## src/rtl/pc_sequencer.sv

```systemverilog
`default_nettype none
// ============================================================================
//  Module   : pc_sequencer
//  Purpose  : Next-PC controller for the single-cycle core. Produces the next
//             PC value and PC write enable. Owns boot, stall, halt and
//             instruction-fetch timeout sequencing.
//  Ports    : clk, rst (async, active-high)
//             pc_q (current PC), imem_ready, hlt, br, br_reg, ccc, imm,
//             rs_val, flag_z/v/n                              -> inputs
//             pc_d, pc_wen (combinational)
//             taken, halted, fault (registered)               -> outputs
//  Options  : PC_SEQ_LINK_EN adds call/ret inputs and a registered link
//             output that holds the return address.
//  Revision : 1.0  initial release
// ============================================================================
module pc_sequencer #(
    parameter logic [15:0] RESET_PC   = 16'h0000,
    parameter int unsigned WAIT_LIMIT = 16          // 1..255
) (
    input  logic        clk,
    input  logic        rst,
    input  logic [15:0] pc_q,
    input  logic        imem_ready,
    input  logic        hlt,
    input  logic        br,
    input  logic        br_reg,
    input  logic [2:0]  ccc,
    input  logic [8:0]  imm,
    input  logic [15:0] rs_val,
    input  logic        flag_z,
    input  logic        flag_v,
    input  logic        flag_n,
`ifdef PC_SEQ_LINK_EN
    input  logic        call,
    input  logic        ret,
    output logic [15:0] link,
`endif
    output logic [15:0] pc_d,
    output logic        pc_wen,
    output logic        taken,
    output logic        halted,
    output logic        fault
);

    localparam logic [7:0] c_WAIT_LIMIT = 8'(WAIT_LIMIT);

    typedef enum logic [2:0] {
        ST_BOOT  = 3'd0,
        ST_RUN   = 3'd1,
        ST_WAIT  = 3'd2,
        ST_HALT  = 3'd3,
        ST_FAULT = 3'd4
    } state_t;

    state_t      r_state;
    logic [7:0]  r_wait_cnt;

    logic        w_cond;
    logic        w_decide;
    logic [15:0] w_seq;
    logic [15:0] w_rel;
    logic [7:0]  w_wait_next;

    // Condition-code evaluation against the ALU flags.
    always_comb begin
        w_cond = 1'b0;
        case (ccc)
            3'b000: w_cond = ~flag_z;
            3'b001: w_cond = flag_z;
            3'b010: w_cond = ~flag_z & ~flag_n;
            3'b011: w_cond = flag_n;
            3'b100: w_cond = flag_z | ~flag_n;
            3'b101: w_cond = flag_n | flag_z;
            3'b110: w_cond = flag_v;
            default: w_cond = 1'b1;
        endcase
    end

    // Sequential and PC-relative targets; word offset is sign-extended and
    // doubled into a byte offset. All sums wrap modulo 2^16.
    assign w_seq       = pc_q + 16'd2;
    assign w_rel       = w_seq + {{6{imm[8]}}, imm, 1'b0};
    assign w_decide    = (r_state == ST_RUN || r_state == ST_WAIT) && imem_ready;
    assign w_wait_next = r_wait_cnt + 8'd1;

    // Next-PC selection. pc_wen is forced low while rst is held so the PC
    // register is not written before boot actually begins.
    always_comb begin
        pc_d   = pc_q;
        pc_wen = 1'b0;
        if (!rst) begin
            if (r_state == ST_BOOT) begin
                pc_d   = RESET_PC;
                pc_wen = 1'b1;
            end else if (w_decide && !hlt) begin
                pc_wen = 1'b1;
`ifdef PC_SEQ_LINK_EN
                if (ret)
                    pc_d = link;
                else if (call)
                    pc_d = w_rel;
                else
`endif
                if (br && w_cond)
                    pc_d = br_reg ? rs_val : w_rel;
                else
                    pc_d = w_seq;
            end
        end
    end

    always_ff @(posedge clk or posedge rst) begin
        if (rst) begin
            r_state    <= ST_BOOT;
            r_wait_cnt <= 8'd0;
            taken      <= 1'b0;
            halted     <= 1'b0;
            fault      <= 1'b0;
`ifdef PC_SEQ_LINK_EN
            link       <= 16'h0000;
`endif
        end else begin
            case (r_state)
                ST_BOOT: begin
                    r_state <= ST_RUN;
                end
                ST_RUN, ST_WAIT: begin
                    if (imem_ready) begin
                        r_wait_cnt <= 8'd0;
                        if (hlt) begin
                            r_state <= ST_HALT;
                            halted  <= 1'b1;
                        end else begin
                            r_state <= ST_RUN;
`ifdef PC_SEQ_LINK_EN
                            if (ret) begin
                                taken <= 1'b0;
                            end else if (call) begin
                                taken <= 1'b0;
                                link  <= w_seq;
                            end else
`endif
                            taken <= br & w_cond;
                        end
                    end else begin
                        // Counter stops at the limit: FAULT is terminal.
                        r_wait_cnt <= w_wait_next;
                        if (w_wait_next == c_WAIT_LIMIT) begin
                            r_state <= ST_FAULT;
                            halted  <= 1'b1;
                            fault   <= 1'b1;
                        end else begin
                            r_state <= ST_WAIT;
                        end
                    end
                end
                ST_HALT:  r_state <= ST_HALT;
                ST_FAULT: r_state <= ST_FAULT;
                default:  r_state <= ST_BOOT;
            endcase
        end
    end

endmodule
`default_nettype wire

```

## config.mk

```make
export PLATFORM = sky130hd
export DESIGN_NAME = pc_sequencer
export DESIGN_NICKNAME = d
export VERILOG_FILES = /design/src/rtl/pc_sequencer.sv
export SDC_FILE = /design/constraint.sdc
export NUM_CORES = 1
export LEC_CHECK = 0
export CAP_MARGIN = 20
export CORE_ASPECT_RATIO = 0.9
export CORE_MARGIN = 2
export CORE_UTILIZATION = 30
export DETAILED_ROUTE_END_ITERATION = 8
export SYNTH_ARGS = -nofsm -noshare
export SYNTH_HDL_FRONTEND = slang
export SYNTH_SLANG_ARGS = --single-unit
```

## constraint.sdc

```tcl
create_clock -name clk -period 3 [get_ports clk]
set_input_delay 0.3 -clock clk [delete_from_list [all_inputs] [get_ports clk]]
set_output_delay 0.3 -clock clk [all_outputs]
set_load 0.005 [all_outputs]
```

After elaboration in Yosys (flattened, before gate mapping):

Cells that the tools add are included.

* add/sub/neg operators: 3
* eq/ne operators: 12
* mux-type cells: 17
* bitwise gates (word level): 8
* reductions and logical operators: 12

Operators by type and width (number)
* two-way mux 16 bit: 5
* adder 16 bit: 1
* adder 16 x 2 -> 16 bit, second input constant: 1
* == test 3 x 2 -> 1 bit, second input constant: 4
* == test 3 bit, second input constant: 4
* one-hot mux 3 bit (4 select lines): 1
* AND reduction 3 bit: 3
* adder 8 x 1 -> 8 bit, second input constant: 1
* == test 8 x 5 -> 1 bit, second input constant: 1
* two-way mux 8 bit: 1
* one-hot mux 1 bit (7 select lines): 1
* == test 3 x 1 -> 1 bit, second input constant: 2
* zero test 3 bit: 2
* two-way mux 1 bit: 6
* two-way mux 3 bit: 2
* inverter 1 bit: 4
* logical AND 1 bit: 3
* bitwise AND 1 bit: 2
* two-way mux 2 bit: 1
* inequality test 2 x 1 -> 1 bit, second input constant: 1
* bitwise OR 1 bit: 2
* nonzero test 2 bit: 1
* OR reduction 2 bit: 1
* zero test 1 bit: 1
* logical OR 1 bit: 1

* register bits after elaboration: 14
* input bits: 53
* output and inout port bits: 20
* logic and storage cells: 57

Depth between registers and ports, before layout:

Gate-level depths: netlist (run 1).

* depth after elaboration: 8
* mapped depth: 12
* mapped depth without buffers: 12

Least setup slack after synthesis (run 1):

No wires, ideal clock.

* path kind: input to output
* start point: in pc_q[3]
* end point: out pc_d[14]
* arrival time: 2677 ps
* required time: 2700 ps
* path slack: 23 ps
* stages: 12
* path buffers: 1
* cells stage by stage: clkbuf_1 > nand3_1 > nor2_1 > and3_1 > xor2_1 > ha_1 > o21ai_0 > a21boi_0 > o21a_1 > o32ai_1 > mux2_2 > nand3_1

* longest elaborated chain between the ends: 7

Ends and longest elaborated chain
* start: declaration: RTL line 22 `input logic [15:0] pc_q,`
* adder 16 x 2 -> 16 bit (*): RTL line 81 `assign w_seq = pc_q + 16'd2;`
* adder 16 bit: RTL line 82 `assign w_rel = w_seq + {{6{imm[8]}}, imm, 1'b0};`
* two-way mux 16 bit: RTL line 105 `pc_d = br_reg ? rs_val : w_rel;`
* two-way mux 16 bit (*): RTL line 104 `if (br && w_cond)`
* two-way mux 16 bit (*): RTL line 95 `end else if (w_decide && !hlt) begin`
* two-way mux 16 bit (*): RTL line 92 `if (r_state == ST_BOOT) begin`
* two-way mux 16 bit (*): RTL line 91 `if (!rst) begin`
* end: declaration: RTL line 38 `output logic [15:0] pc_d,`

Mark *: on every way between the ends. The rest lies on a longest branch, timed or not.

Final worst setup path (run 1):

* start point: in pc_q[2]
* end point: out pc_d[8]

The elaborated chain is that of the path after synthesis.

==> flow_summary.toml, run 1 <==
[grt]
gr-total-overflow = 0
grt_max_degree = 29
grt_usage_pct = 22.1
grt_pass1_vias = 3344
antenna_found_initial = 0
grt_pass1_wl_mm = 16.5

[synthesis]
synth_top_area_share_pct = 13.7
yosysWarnings = 0
synth_area_sq_um = 2550
async_reset_ff_share_pct = 100
synth-edff-count = 0
yosysSeqAreaShare_pct = 13.7
yosysUniqueCellTypes = 62
synth.net_count = 432
yosysTopAreaCell = "dfrtp_1"
syn_inst = 360
ys_ff_latch = 14
synth_area_leaders = "dfrtp_1 (14%), ha_1 (8.8%), o21ai_0 (6.1%)"
synth-main-ff-cell = "dfrtp_1"
synth.avg_cell_area_sq_um = 7.08

[clock_tree]
cts_made_buffers = 3
cts-root-buf = "clkbuf_8"
tritoncts = "done"
postCtsHoldBufs = 0
clkTransAtPathRegs_ns = 0.05
htree_levels = 1
clock_latency_ns = 0.24
cts.sinks = 14
cts_buffer_depth = 2

[detailed_routing]
vias = 3619
ant_nets = 0
viasPerCell = 5.64
drt_iter0_markers = 219
wl_mm = 11.0
drt-pass1-iter-count = 5
wl_per_cell_um = 17.1
drc_errors = 0

[setup_path]
critPathArrivalTime_ns = 2.79
crit_path_end_kind = "primary output"
rr_endpoint = "r_state[2]"
timing.rr.start = "r_wait_cnt[0]"
required_ns = 2.70
crit_path_start = "pc_q[2]"
r2r_cells = 6
critPathLaunchType = "input port"
critPathKind = "input port to primary output"
rrSetupSlack_ns = 1.02
critPathMaxFanout = 3
endpoint = "pc_d[8]"

[job]
maxCapViolCount = 0

[timing]
post-route-period-util_pct = 103
rsz0062_at_grt = "yes"
setup_violations = 3
final-hold-violation-count = 0
fmax_mhz = 324
fin_tns_setup_ns = -0.189
period_needed_ns = 3.09
worst-slew-pin-transition_ns = 0.550
finClkSkew_ns = 0.00518
relSlewSlack_pct = 63.3
finalMaxSlewViolations = 0
fin_ws_ns = -0.0869

[die]
pin_count = 73
fp.dieH_um = 91.5
coreArea_sq_um = 8150
dieArea_sq_um = 9250
start_util_pct = 31.3
rows = 31
dieWidth_um = 101

[placed_design]
place_congestion = 0.946
dp_hpwl_mm = 7.65
io_buffers = 72

[final_layout]
area_growth_pct = 91.2
drive_above_1_share_pct = 42.0
antennaDiodeCount = 0
nNetsFinal = 616

[min_path]
hp-class = "flop to flop"

[outcome]
violations = "setup timing"
outcome = "complete, but fails checks"

[pwr]
p_total_mw = 1.75
irDropWorstVdd_mv = 0.201
p_leak_nw = 2.14
p_per_area_nw_per_um2 = 359
==> placed cells by master, fill, tap and decap left out, types with 4 or more instances in the layout <==
cell / netlist / layout
nor2_1: 30 / 24
buf_2: 0 / 5
xor2_1: 11 / 5
buf_4: 0 / 117
nand4_1: 11 / 11
o211ai_1: 7 / 7
xnor2_2: 0 / 4
a211oi_1: 8 / 7
xor2_2: 0 / 4
ha_4: 0 / 8
xnor2_1: 12 / 8
clkbuf_8: 0 / 4
a31oi_1: 8 / 8
o21ai_0: 31 / 19
a21oi_1: 19 / 13
nand2b_1: 8 / 8
dfrtp_1: 14 / 14
nand3_1: 12 / 7
o22ai_1: 4 / 4
o21ai_1: 0 / 6
inv_1: 15 / 15
buf_6: 0 / 15
dlygate4sd2_1: 0 / 12
a21oi_2: 0 / 4
nand2_1: 35 / 32
nor3_1: 11 / 10
ha_1: 18 / 8
o21ai_2: 1 / 6
clkdlybuf4s50_1: 0 / 42
a21o_1: 7 / 7
nor2_4: 0 / 5
==> worst max-delay path, stage by stage <==
cell	delay, ns
buf_6	0.11
ha_4	0.18
buf_4	0.14
xor2_1	0.14
ha_1	0.31
buf_4	0.15
and4_2	0.21
buf_4	0.14
o21a_1	0.21
nor4_1	0.33
nor3b_2	0.10
o211ai_1	0.20
dlygate4sd2_1	0.26
==> worst min-delay path by stage <==
| stage | from | to | slack, ns | depth (start not counted) |
|---|---|---|---|---|
| floorplan | rst | fault | 0.38 | 2 |
| CTS | fault | fault | 0.46 | 1 |
| global placement | fault | fault | 0.44 | 1 |
| detailed placement | fault | fault | 0.45 | 1 |
| finish | fault | fault | 0.45 | 1 |
| global route | fault | fault | 0.48 | 1 |
==> metrics by stage <==
step                      cell area, sq um  cells  util, %  setup WS [ns]  hold WS [ns]
after floorplan                       2550    360        -         0.0234         0.385
after global placement                4020    605     49.3          -1.01         0.441
after detailed placement              4020    605     49.3          -1.05         0.448
after CTS                             4570    638     56.1        -0.0374         0.457
after global routing                  4870    642     59.8         -0.143         0.475
final                                 4870    642     59.8        -0.0869         0.454
==> final cells by class <==
| type | instances | area, sq um |
|---|---|---|
| Fill cell | 696 | 3270 |
| Tap cell | 99 | 124 |
| Timing Repair Buffer | 197 | 1650 |
| Clock buffer | 4 | 55.1 |
| Multi-Input combinational cell | 312 | 2640 |
| Inverter | 16 | 60.1 |
| Sequential cell | 14 | 350 |
==> routing by layer <==
layer / global-route usage (%) / vias up / wire length (um)
met1: 31.3 / 1735 / 5000
met2: 36.6 / 141 / 5230
met4: 2.93 / 0 / 208
met3: 2.46 / 26 / 535
met5: 0 / - / 0
li1: - / 1717 / -
==> cells in the mapped netlist, drive strengths merged, types with 5 or more instances <==
cell type / instances
xor2: 11
a211oi: 8
o21ai: 32
inv: 16
ha: 18
nand4: 11
a21o: 7
nand3: 12
clkbuf: 18
nor3: 11
nor2: 30
a21oi: 19
o211ai: 7
nand2b: 8
nand2: 35
a31oi: 8
nor2b: 5
dfrtp: 14
xnor2: 12
==> power breakdown <==
group	total, mW	leakage, nW	internal (mW)	switching [mW]
logic	1.22	1.93	0.614	0.608
registers	0.346	0.176	0.256	0.0906
clock network	0.182	0.0288	0.116	0.0655
==> logic make-up after synthesis <==
kind of cell	Yosys count	share of synthesized area, %
compound gates	120	31.6
xor+xnor	23	7.90
fa+ha+maj	20	10.0
buf+inv	34	5.00
flops	14	13.7
mux	6	2.55
simple gates	143	29.2
==> what timing repair did <==
action | 4_1_cts | 5_1_grt
setup buffers | 30 | 5
gates resized for setup | 144 | 57
setup endpoints to repair | 16 | 12
pin swaps | 46 | 33
cloned | 0 | 0
endpoints found under the hold margin | 0 | 0
==> flip-flops by register name, summed over array words and instances, names as in the netlist <==
| name | cells |
|---|---|
| fault | 1 |
| halted | 1 |
| r_state | 3 |
| r_wait_cnt | 8 |
| taken | 1 |
Power figures use the tool's default switching activity.
==> run 2, diff against run 1 <==
--- a/config.mk
+++ b/config.mk
@@ -8,8 +8,10 @@
 export CAP_MARGIN = 20
 export CORE_ASPECT_RATIO = 0.9
 export CORE_MARGIN = 2
-export CORE_UTILIZATION = 30
+export CORE_UTILIZATION = 35
+export CTS_CLUSTER_DIAMETER = 200
 export DETAILED_ROUTE_END_ITERATION = 8
+export SLEW_MARGIN = 20
 export SYNTH_ARGS = -nofsm -noshare
 export SYNTH_HDL_FRONTEND = slang
 export SYNTH_SLANG_ARGS = --single-unit
==> run 2 against run 1 <==
The flow still finishes with violations (setup timing). Final area shrank 3.2%. Clock skew shrank 0.0025 ns. Hold slack gained 0.016 ns. Global-route usage grew 3.1 points. Largest power group unchanged.
==> flow_summary.toml, run 2 (synthesized netlist as in run 1, its figures left out) <==
[grt]
gr-total-overflow = 0
grt_pass1_wl_mm = 16.3
antenna_found_initial = 0
grt_usage_pct = 25.1
grt_pass1_vias = 3444
grt_max_degree = 21

[clock_tree]
cts_made_buffers = 3
clock_latency_ns = 0.25
cts_buffer_depth = 2
htree_levels = 1
cts-root-buf = "clkbuf_8"
clkTransAtPathRegs_ns = 0.06
tritoncts = "done"
cts.sinks = 14
postCtsHoldBufs = 0

[detailed_routing]
wl_per_cell_um = 17.1
drt_iter0_markers = 255
vias = 3545
drc_errors = 0
drt-pass1-iter-count = 5
ant_nets = 0
wl_mm = 10.7
viasPerCell = 5.66

[placed_design]
dp.cells = 596
place_congestion = 0.959
io_buffers = 72
dp_hpwl_mm = 7.60

[timing]
relSlewSlack_pct = 63.1
finClkSkew_ns = 0.00270
fmax_mhz = 328
rsz0062_at_grt = "yes"
fin_ws_ns = -0.0497
finalMaxSlewViolations = 0
setup_violations = 1
worst-slew-pin-transition_ns = 0.552
final-hold-violation-count = 0
period_needed_ns = 3.05
fin_tns_setup_ns = -0.0497
post-route-period-util_pct = 102

[setup_path]
critPathMaxFanout = 5
critPathKind = "input port to primary output"
worst-path-buf-inv = 4
rr_endpoint = "r_state[2]"
r2r_cells = 6
required_ns = 2.70
crit_path_start = "pc_q[2]"
critical_path_depth = 15
rrSetupSlack_ns = 1.04
cp_slowest_stage_delay_ns = 0.32
crit_path_end_kind = "primary output"
critPathLaunchType = "input port"
timing.rr.start = "r_wait_cnt[2]"
endpoint = "pc_d[11]"
critPathArrivalTime_ns = 2.75
slowest_stage = "o41ai_2"
path_cells = "buf_8, ha_4, nand2_4, nor2_4, nand2_1, xnor2_2, ha_4, nand4_1, buf_4, nor2_2, o41ai_2, buf_4, o221ai_2, a311o_1, buf_2"
crit_family = "compound AO/OA/AOI/OAI gates"

[die]
dieWidth_um = 94.0
start_util_pct = 36.2
dieArea_sq_um = 7990
rows = 29
coreArea_sq_um = 7040
pin_count = 73
fp.dieH_um = 85.0

[outcome]
violations = "setup timing"
outcome = "complete, but fails checks"

[pwr]
p_leak_nw = 2.08
p_per_area_nw_per_um2 = 361
irDropWorstVdd_mv = 0.345

[final_layout]
final_cell_mix = "buf_4 (108), clkdlybuf4s50_1 (44), nand2_1 (32)"
antennaDiodeCount = 0
area_growth_pct = 85.1
drive_above_1_share_pct = 40.2
nNetsFinal = 606
final_common_cell = "buf_4"
largestRegisters = "r_wait_cnt: 8 flops, r_state: 3 flops"
fin_cells = 626
top_register = "r_wait_cnt"
largest_reg_flops = 8

[job]
maxCapViolCount = 0

[min_path]
hp-class = "flop to flop"
run 2: cell count changes in the layout (fill, tap and decap cells not counted), sizes merged:
cell	before	now
dlygate4sd2	12	8
dlymetal6s2s	2	3
clkbuf	7	8
clkdlybuf4s50	42	44
buf	137	127
run 2: power by group:
part	switching (mW)	total (mW)	internal [mW]
logic	0.587	1.18	0.590
registers	0.0869	0.343	0.256
clock network	0.0695	0.186	0.116
run 2: area by class of cell:
cell class / count / area (sq um)
clock buffers: 4 / 55.1
fillers: 587 / 2320
inverters: 16 / 60.1
multi-input cells: 312 / 2550
flip-flops and latches: 14 / 350
well taps: 93 / 116
repair buffers: 187 / 1590
run 2: what timing repair did:
action	4_1_cts	5_1_grt
pin swaps	49	35
setup endpoints to repair	14	14
resized for setup	132	54
buffers inserted	21	6
run 2: per-layer routing:
| metal | GRT usage (%) | part of all wire [%] | wire (um) | vias up |
|---|---|---|---|---|
| met1 | 36.3 | 46 | 4930 | 1701 |
| met2 | 41.0 | 48 | 5170 | 134 |
| met5 | 0 | 0 | 0 | - |
| met4 | 3.56 | 0.65 | 70 | 0 |
| li1 | - | - | - | 1702 |
| met3 | 3.20 | 5.1 | 542 | 8 |
run 2: worst min-delay path by stage:
stage | cells past startpoint | slack (ns) | from | end
global route | 1 | 0.49 | fault | fault
floorplan | 2 | 0.38 | rst | fault
finish | 1 | 0.47 | halted | halted
global placement | 1 | 0.44 | fault | fault
CTS | 1 | 0.47 | fault | fault
detailed placement | 1 | 0.46 | fault | fault
run 2: through the flow:
step	util [%]	power (mW)	setup WS (ns)	hold slack (ns)	area [sq um]
3_5_place_dp	56.8	1.38	-1.10	0.460	4000
5_1_grt	67.1	1.84	-0.131	0.487	4720
6_report	67.1	1.71	-0.0497	0.470	4720
2_1_floorplan	-	0.880	0.0234	0.385	2550
4_1_cts	63.2	1.63	-0.0514	0.474	4450
3_3_place_gp	56.8	1.35	-0.991	0.444	4000
